File: src/rtl/uart_receiver.sv
// UART receive path: 2-flop rxd synchronizer, oversampled start/data/stop FSM,
// and a single-entry holding register with ready, framing-error and overrun flags.
module uart_receiver #(
  parameter int DATA_BITS  = 8,
  parameter int OVERSAMPLE = 16
) (
  input  logic                 clk,
  input  logic                 rst,
  input  logic                 baud_r_enable,
  input  logic                 rxd,
  input  logic                 data_r_enable,
  output logic [DATA_BITS-1:0] data,
  output logic                 rda,
  output logic                 frame_err,
  output logic                 overrun
);

  localparam int TW = $clog2(OVERSAMPLE);
  localparam int BW = $clog2(DATA_BITS + 1);
  localparam logic [TW-1:0] HALF_M1  = TW'(OVERSAMPLE / 2 - 1);
  localparam logic [TW-1:0] FULL_M1  = TW'(OVERSAMPLE - 1);
  localparam logic [BW-1:0] LAST_BIT = BW'(DATA_BITS - 1);

  typedef enum logic [2:0] {
    S_IDLE,
    S_START,
    S_DATA,
    S_STOP,
    S_BRK
  } state_t;

  state_t                 state_reg, state_next;
  logic [TW-1:0]          tick_reg, tick_next;
  logic [BW-1:0]          bit_reg, bit_next;
  logic [DATA_BITS-1:0]   shift_reg, shift_next;
  logic                   rxd_meta, rxd_s;
  logic                   frame_done;

  // rxd is asynchronous to clk; only rxd_s may reach the FSM.
  always_ff @(posedge clk or negedge rst) begin
    if (!rst) begin
      rxd_meta <= 1'b1;
      rxd_s    <= 1'b1;
    end else begin
      rxd_meta <= rxd;
      rxd_s    <= rxd_meta;
    end
  end

  always_ff @(posedge clk or negedge rst) begin
    if (!rst) begin
      state_reg <= S_IDLE;
      tick_reg  <= '0;
      bit_reg   <= '0;
      shift_reg <= '0;
    end else begin
      state_reg <= state_next;
      tick_reg  <= tick_next;
      bit_reg   <= bit_next;
      shift_reg <= shift_next;
    end
  end

  always_comb begin
    state_next = state_reg;
    tick_next  = tick_reg;
    bit_next   = bit_reg;
    shift_next = shift_reg;
    frame_done = 1'b0;
    if (baud_r_enable) begin
      case (state_reg)
        S_IDLE: begin
          if (!rxd_s) begin
            state_next = S_START;
            tick_next  = '0;
          end
        end
        S_START: begin
          if (tick_reg == HALF_M1) begin
            tick_next = '0;
            if (!rxd_s) begin
              state_next = S_DATA;
              bit_next   = '0;
            end else begin
              state_next = S_IDLE;
            end
          end else begin
            tick_next = tick_reg + TW'(1);
          end
        end
        S_DATA: begin
          // Sampling one full bit period after the start-bit centre lands on each bit centre.
          if (tick_reg == FULL_M1) begin
            tick_next  = '0;
            shift_next = {rxd_s, shift_reg[DATA_BITS-1:1]};
            bit_next   = bit_reg + BW'(1);
            if (bit_reg == LAST_BIT) state_next = S_STOP;
          end else begin
            tick_next = tick_reg + TW'(1);
          end
        end
        S_STOP: begin
          if (tick_reg == FULL_M1) begin
            tick_next  = '0;
            frame_done = 1'b1;
            state_next = rxd_s ? S_IDLE : S_BRK;
          end else begin
            tick_next = tick_reg + TW'(1);
          end
        end
        S_BRK: begin
          if (rxd_s) state_next = S_IDLE;
        end
        default: state_next = S_IDLE;
      endcase
    end
  end

  // A read in the completion cycle frees the holding register for the new byte.
  always_ff @(posedge clk or negedge rst) begin
    if (!rst) begin
      data      <= '0;
      rda       <= 1'b0;
      frame_err <= 1'b0;
      overrun   <= 1'b0;
    end else if (frame_done) begin
      if (!rda || data_r_enable) begin
        data      <= shift_reg;
        rda       <= 1'b1;
        frame_err <= ~rxd_s;
        overrun   <= 1'b0;
      end else begin
        overrun <= 1'b1;
      end
    end else if (data_r_enable && rda) begin
      rda       <= 1'b0;
      frame_err <= 1'b0;
      overrun   <= 1'b0;
    end
  end

endmodule

File: config.mk
export PLATFORM = sky130hd
export DESIGN_NAME = uart_receiver
export DESIGN_NICKNAME = d
export VERILOG_FILES = /design/src/rtl/uart_receiver.sv
export SDC_FILE = /design/constraint.sdc
export NUM_CORES = 1
export LEC_CHECK = 0
export BUFFER_PORTS_ARGS = -buffer_cell sky130_fd_sc_hd__buf_2
export CORE_MARGIN = 5
export CORE_UTILIZATION = 57
export CTS_CLUSTER_DIAMETER = 60
export DETAILED_ROUTE_END_ITERATION = 12
export HOLD_SLACK_MARGIN = 0.08
export PLACE_DENSITY = 0.87
export REMOVE_ABC_BUFFERS = 1
export SLEW_MARGIN = 40
export SYNTH_ARGS = -nofsm -noshare
export SYNTH_HDL_FRONTEND = slang
export SYNTH_SLANG_ARGS = --single-unit
File: constraint.sdc
create_clock -name clk -period 2 [get_ports clk]
set_input_delay 0.4 -clock clk [delete_from_list [all_inputs] [get_ports clk]]
set_output_delay 0.4 -clock clk [all_outputs]
set_load 0.02 [all_outputs]
Yosys cells after proc, flatten, opt, wreduce, memory -nomap -nowiden
Index checks and enable logic that the tools add are counted.

operators by class
  add/sub/neg operators = 2
  equal/unequal tests = 15
  muxes and demuxes = 26
  bitwise logic cells = 1
  reductions and logical operators = 14

operators by type and width
  cell                                                                     count
  3-bit 2-to-1 mux                                                         7
  4-bit 2-to-1 mux                                                         5
  3-bit case mux with 5 select lines                                       1
  2-bit inequality test, second input constant                             7
  4-bit case mux with 3 select lines                                       1
  1-bit 2-to-1 mux                                                         10
  4-bit by 1-bit adder with 4-bit output, second input constant            2
  4-bit by 3-bit equality test with 1-bit output, second input constant    2
  4-bit case mux with 2 select lines                                       1
  7-bit AND reduction                                                      1
  3-bit by 2-bit equality test with 1-bit output, second input constant    2
  3-bit AND reduction                                                      2
  5-bit AND reduction                                                      1
  4-bit equality test, second input constant                               1
  2-bit AND reduction                                                      2
  2-bit nonzero test                                                       2
  3-bit by 1-bit equality test with 1-bit output, second input constant    1
  3-bit equality test, second input constant                               1
  3-bit logical NOT                                                        1
  3-bit nonzero test                                                       1
  2-bit 2-to-1 mux                                                         1
  2-bit by 1-bit inequality test with 1-bit output, second input constant  1
  2-bit OR reduction                                                       1
  1-bit logical AND                                                        1
  3 further kinds                                                          3

word-level totals
  register bits = 32
  word-level logic and storage cells = 68

Logic depth before layout (Yosys ltp)
  word-level depth = 6
  mapped depth = 5

Worst setup path before layout
OpenSTA, ideal clock, no wires.

  path kind = register -> register
  start point = register tick_reg[0]
  end point = register shift_reg[0]
  library setup time = 0.125 ns
  data arrival time = 1.475 ns
  required time = 1.875 ns
  setup slack = 0.400 ns
  stages on the path, launching flop included = 6
  buffers on the path = 1
  clock period less this slack = 1.600 ns
  cells stage by stage = dfrtp_1 > ha_1 > and3_2 > buf_2 > nand2_2 > mux2_2

on the way
  cells in the longest elaborated chain, start to end = 2

ends and longest elaborated chain
  element                               line  source
  from (decl)                           33    logic [TW-1:0] tick_reg, tick_next;
  from (signal assigned)                58    tick_reg <= tick_next;
  4-bit equality test                   93    if (tick_reg == FULL_M1) begin
  3-bit AND reduction (no source line)  -
  to (signal assigned)                  60    shift_reg <= shift_next;
  to (decl)                             35    logic [DATA_BITS-1:0] shift_reg, shift_next;

Every way passes these cells.
A chain may end at the register's enable or synchronous reset.

Final worst setup path
  start point = register tick_reg[0]
  end point = register data[7]

on the way
  cells in the longest elaborated chain, start to end = 5

ends and longest elaborated chain
  element                               line  source
  4-bit equality test                   103   if (tick_reg == FULL_M1) begin
  1-bit 2-to-1 mux                      103
  1-bit 2-to-1 mux                      71    case (state_reg)
  1-bit 2-to-1 mux                      70    if (baud_r_enable) begin
  2-bit AND reduction (no source line)  -
  to (signal assigned)                  128   data <= shift_reg;
  to (decl)                             12    output logic [DATA_BITS-1:0] data,

Every way passes these cells.

==> flow_metrics.tcl <==
set metrics [dict create \
    setup_tns_ns 0 \
    cts_inserted_buffers 5 \
    timing.critical_path.from_type "flop" \
    timing.reg2reg.worst_path_depth 4 \
    hpwl_um 2050 \
    fraction_of_registers_with_async_set_or_reset_after_synthesis_pct 100 \
    grt_max_degree 33 \
    place_inst 165 \
    fp.coreArea_um2 2520 \
    post_synth_instance_area_um2 1520 \
    buffer_ports.inserted 15 \
    ys_dominant_reg_cell "sky130_fd_sc_hd__dfrtp_1" \
    rsz_0062_raised_after_global_routing "false" \
    setup.worst_path.end_class "flop" \
    slew_headroom_pct 55.0 \
    max_cap_viol_count 0 \
    area_of_all_sequential_standard_cells_um2 803 \
    non_filler_cells_in_the_finished_layout 173 \
    final.setup_skew_ns 0.00706 \
    cts-resized-gates 0 \
    cts.repair_timing.setup_buffer_count 0 \
    worstHoldPathType "primary input to async pin" \
    groute.usage.overall_pct 18.9 \
    final-max-slew-violation-count 0 \
    achievable-frequency_mhz 546 \
    ctsHtreeMaxLevel 2 \
    crit_chain "ha_1 -> nand3_2 -> nor3_4 -> mux2_2" \
    clk_transition_reported_paths_ns 0.11 \
    clk_path_buf_depth 2 \
    synth_cell_type_count 42 \
    gpl.final_weighted_congestion 0.846 \
    cts_num_sinks 32 \
    initial_antenna_violation_count 0 \
    leakage_nw 0.812 \
    clk_root_buffer_cell "sky130_fd_sc_hd__clkbuf_4" \
    initial_cell_density_of_the_core_pct 60.2 \
    cts_tree "done" \
    cellPowerDensity_nw_per_um2 988 \
    place_worst_setup_slack_ns 0.186 \
    wl_um 2910 \
    cts_hold_buffers 0 \
    fin_ws_ns 0.170 \
    postSynthAreaPerCell_um2 12.3 \
    timing_worst_setup_path_type "flop to flop" \
    crit_path_top_delay_cell "sky130_fd_sc_hd__nor3_4" \
    synth.largest_area_cell "sky130_fd_sc_hd__dfrtp_1" \
    yosys-top-cells-area "sky130_fd_sc_hd__dfrtp_1 49%, sky130_fd_sc_hd__mux2_2 12%, sky130_fd_sc_hd__dfstp_2 3.5%" \
    post_route_cells_drive_above_1_share_pct 35.0 \
    design.die.area_um2 3790 \
    drtPass1Iterations 6 \
    postSynthCellCount 123 \
    finish.utilization_pct 66.1 \
    synth_edf_count 0 \
    post-route-period-util_pct 91.5 \
    cp.arrival_ns 2.05 \
    wire_per_inst_um 16.8 \
    synth_top_area_share_pct 49.5 \
    clkLatencyLatePin_ns 0.33 \
    route.vias.total 1060 \
    post_drt_via_cell_ratio 6.13 \
    grt_first_pass_wirelength_um 5260 \
    boundaryPins 16 \
    die_height_um 61.6 \
    multi_input_comb_area_um2 659 \
    ys.warnings.count 0 \
    drt_first_iter_violations 28 \
    final_hold_viol_count 0 \
    rows 18 \
    transition_time_at_the_pin_with_the_least_slew_margin_ns 0.676 \
    seq_area_frac_synth_pct 52.9 \
    setup-violations-final 0 \
    min_clock_period_post_route_ns 1.83 \
    grt_overflow_total 0 \
    final_net_count 149 \
    antenna_cells_inserted 0 \
    filler_cell_count 192 \
    slowest_delay_ns 0.45 \
    grt_pass1_vias 1155 \
    crit_path_max_fanout 8 \
    worst_ir_drop_vdd_v 0.000827 \
    drtAntennaViolNets 0 \
    timing.critical_path.required_ns 2.22 \
    fp.dieW_um 61.6 \
    remaining_drc_errors 0 \
    synth-seq-cells 32 \
    area_delta_synth_final_pct 9.81 \
    outcome "finished clean" \
]
[cells in the mapped netlist, types with 2 or more instances]
master and count:
sky130_fd_sc_hd__dfrtp_1 30, sky130_fd_sc_hd__mux2_2 16, sky130_fd_sc_hd__inv_1 5, sky130_fd_sc_hd__nand2b_1 5
sky130_fd_sc_hd__nor2b_1 5, sky130_fd_sc_hd__a21oi_1 4, sky130_fd_sc_hd__nand2_1 3, sky130_fd_sc_hd__nand3_1 3
sky130_fd_sc_hd__nand3b_1 3, sky130_fd_sc_hd__o21ai_0 3, sky130_fd_sc_hd__o2bb2ai_1 3, sky130_fd_sc_hd__a21o_1 2
sky130_fd_sc_hd__a22oi_1 2, sky130_fd_sc_hd__a31oi_1 2, sky130_fd_sc_hd__and3_1 2, sky130_fd_sc_hd__buf_2 2
sky130_fd_sc_hd__buf_4 2, sky130_fd_sc_hd__dfstp_2 2, sky130_fd_sc_hd__ha_1 2, sky130_fd_sc_hd__nand4_1 2
sky130_fd_sc_hd__nor2_1 2, sky130_fd_sc_hd__nor3b_1 2, sky130_fd_sc_hd__o31ai_1 2
[cell usage in the layout, fill, tap and decap left out, drive strengths merged, types with 2 or more instances in the layout]
cell / Yosys / routed
nor3: 2 / 2
o21ai: 3 / 3
nand3: 4 / 4
nand3b: 3 / 3
dfstp: 2 / 2
nand2: 4 / 4
dfrtp: 30 / 30
clkbuf: 0 / 6
a22oi: 2 / 2
nor2b: 5 / 5
and3: 3 / 3
inv: 5 / 5
nor2: 2 / 2
nand2b: 5 / 5
buf: 5 / 17
o2bb2ai: 3 / 3
nor3b: 2 / 2
o31ai: 2 / 2
a31oi: 2 / 2
a21o: 2 / 2
nand4: 2 / 2
ha: 2 / 2
mux2: 16 / 16
a21oi: 4 / 4
[area by class of cell]
class	count	area share [%]
sequential	32	48.2
multi-input combinational	81	39.6
timing repair buffer	17	5.41
clock buffer	6	2.48
tap	30	2.25
inverter	5	1.13
clock inverter	2	0.976
[kinds of logic (layout without fill, tap and decap cells)]
| logic type | count (synthesis) | after routing | share of synthesized area [%] |
|---|---|---|---|
| xor+xnor | 1 | 1 | 0.577 |
| mux | 17 | 17 | 12.5 |
| flops | 32 | 32 | 52.9 |
| buf+inv | 10 | 30 | 3.63 |
| simple gates | 37 | 37 | 16.7 |
| compound gates | 24 | 24 | 12.0 |
| fa+ha+maj | 2 | 2 | 1.65 |
[metal layers]
| layer | GRT usage, % | share of wire, % |
|---|---|---|
| met1 | 23.5 | 41 |
| met2 | 31.7 | 49 |
| met3 | 4.82 | 6.9 |
| met4 | 6.67 | 2.4 |
| met5 | 0 | 0 |
[stage by stage]
stage,hold WS [ns],cell area [µm²],total power [mW]
5_1_grt,0.131,1670,1.75
4_1_cts,0.117,1670,1.65
3_3_place_gp,0.348,1610,1.24
2_1_floorplan,0.104,1480,1.14
3_5_place_dp,0.350,1610,1.28
6_report,0.0896,1670,1.65
[worst max-delay path, delay by kind of cell, from the launching register on]
family | cells | cell delay, ns
adder cells (fa/ha/maj) | 1 | 0.31
flip-flops | 1 | 0.40
multiplexers | 1 | 0.39
AND/OR/NAND/NOR | 2 | 0.62
[report_power, final]
| part | switching, mW | internal (mW) |
|---|---|---|
| registers | 0.114 | 0.737 |
| logic | 0.238 | 0.181 |
| clock network | 0.236 | 0.140 |
[worst paths after layout]
path | startpoint | end | slack, ns
max reg2reg | tick_reg[0]$_DFFE_PN0P_ | data[7]$_DFFE_PN0P_ | 0.17
max | tick_reg[0]$_DFFE_PN0P_ | data[7]$_DFFE_PN0P_ | 0.17
min in group clk | rxd | rxd_meta$_DFF_PN1_ | 0.15
min | rst | bit_reg[3]$_DFFE_PN0P_ | 0.09
min reg2reg | rxd_meta$_DFF_PN1_ | rxd_s$_DFF_PN1_ | 0.36
max in group asynchronous | rst | data[7]$_DFFE_PN0P_ | 1.47
Power figures use the tool's default switching activity.
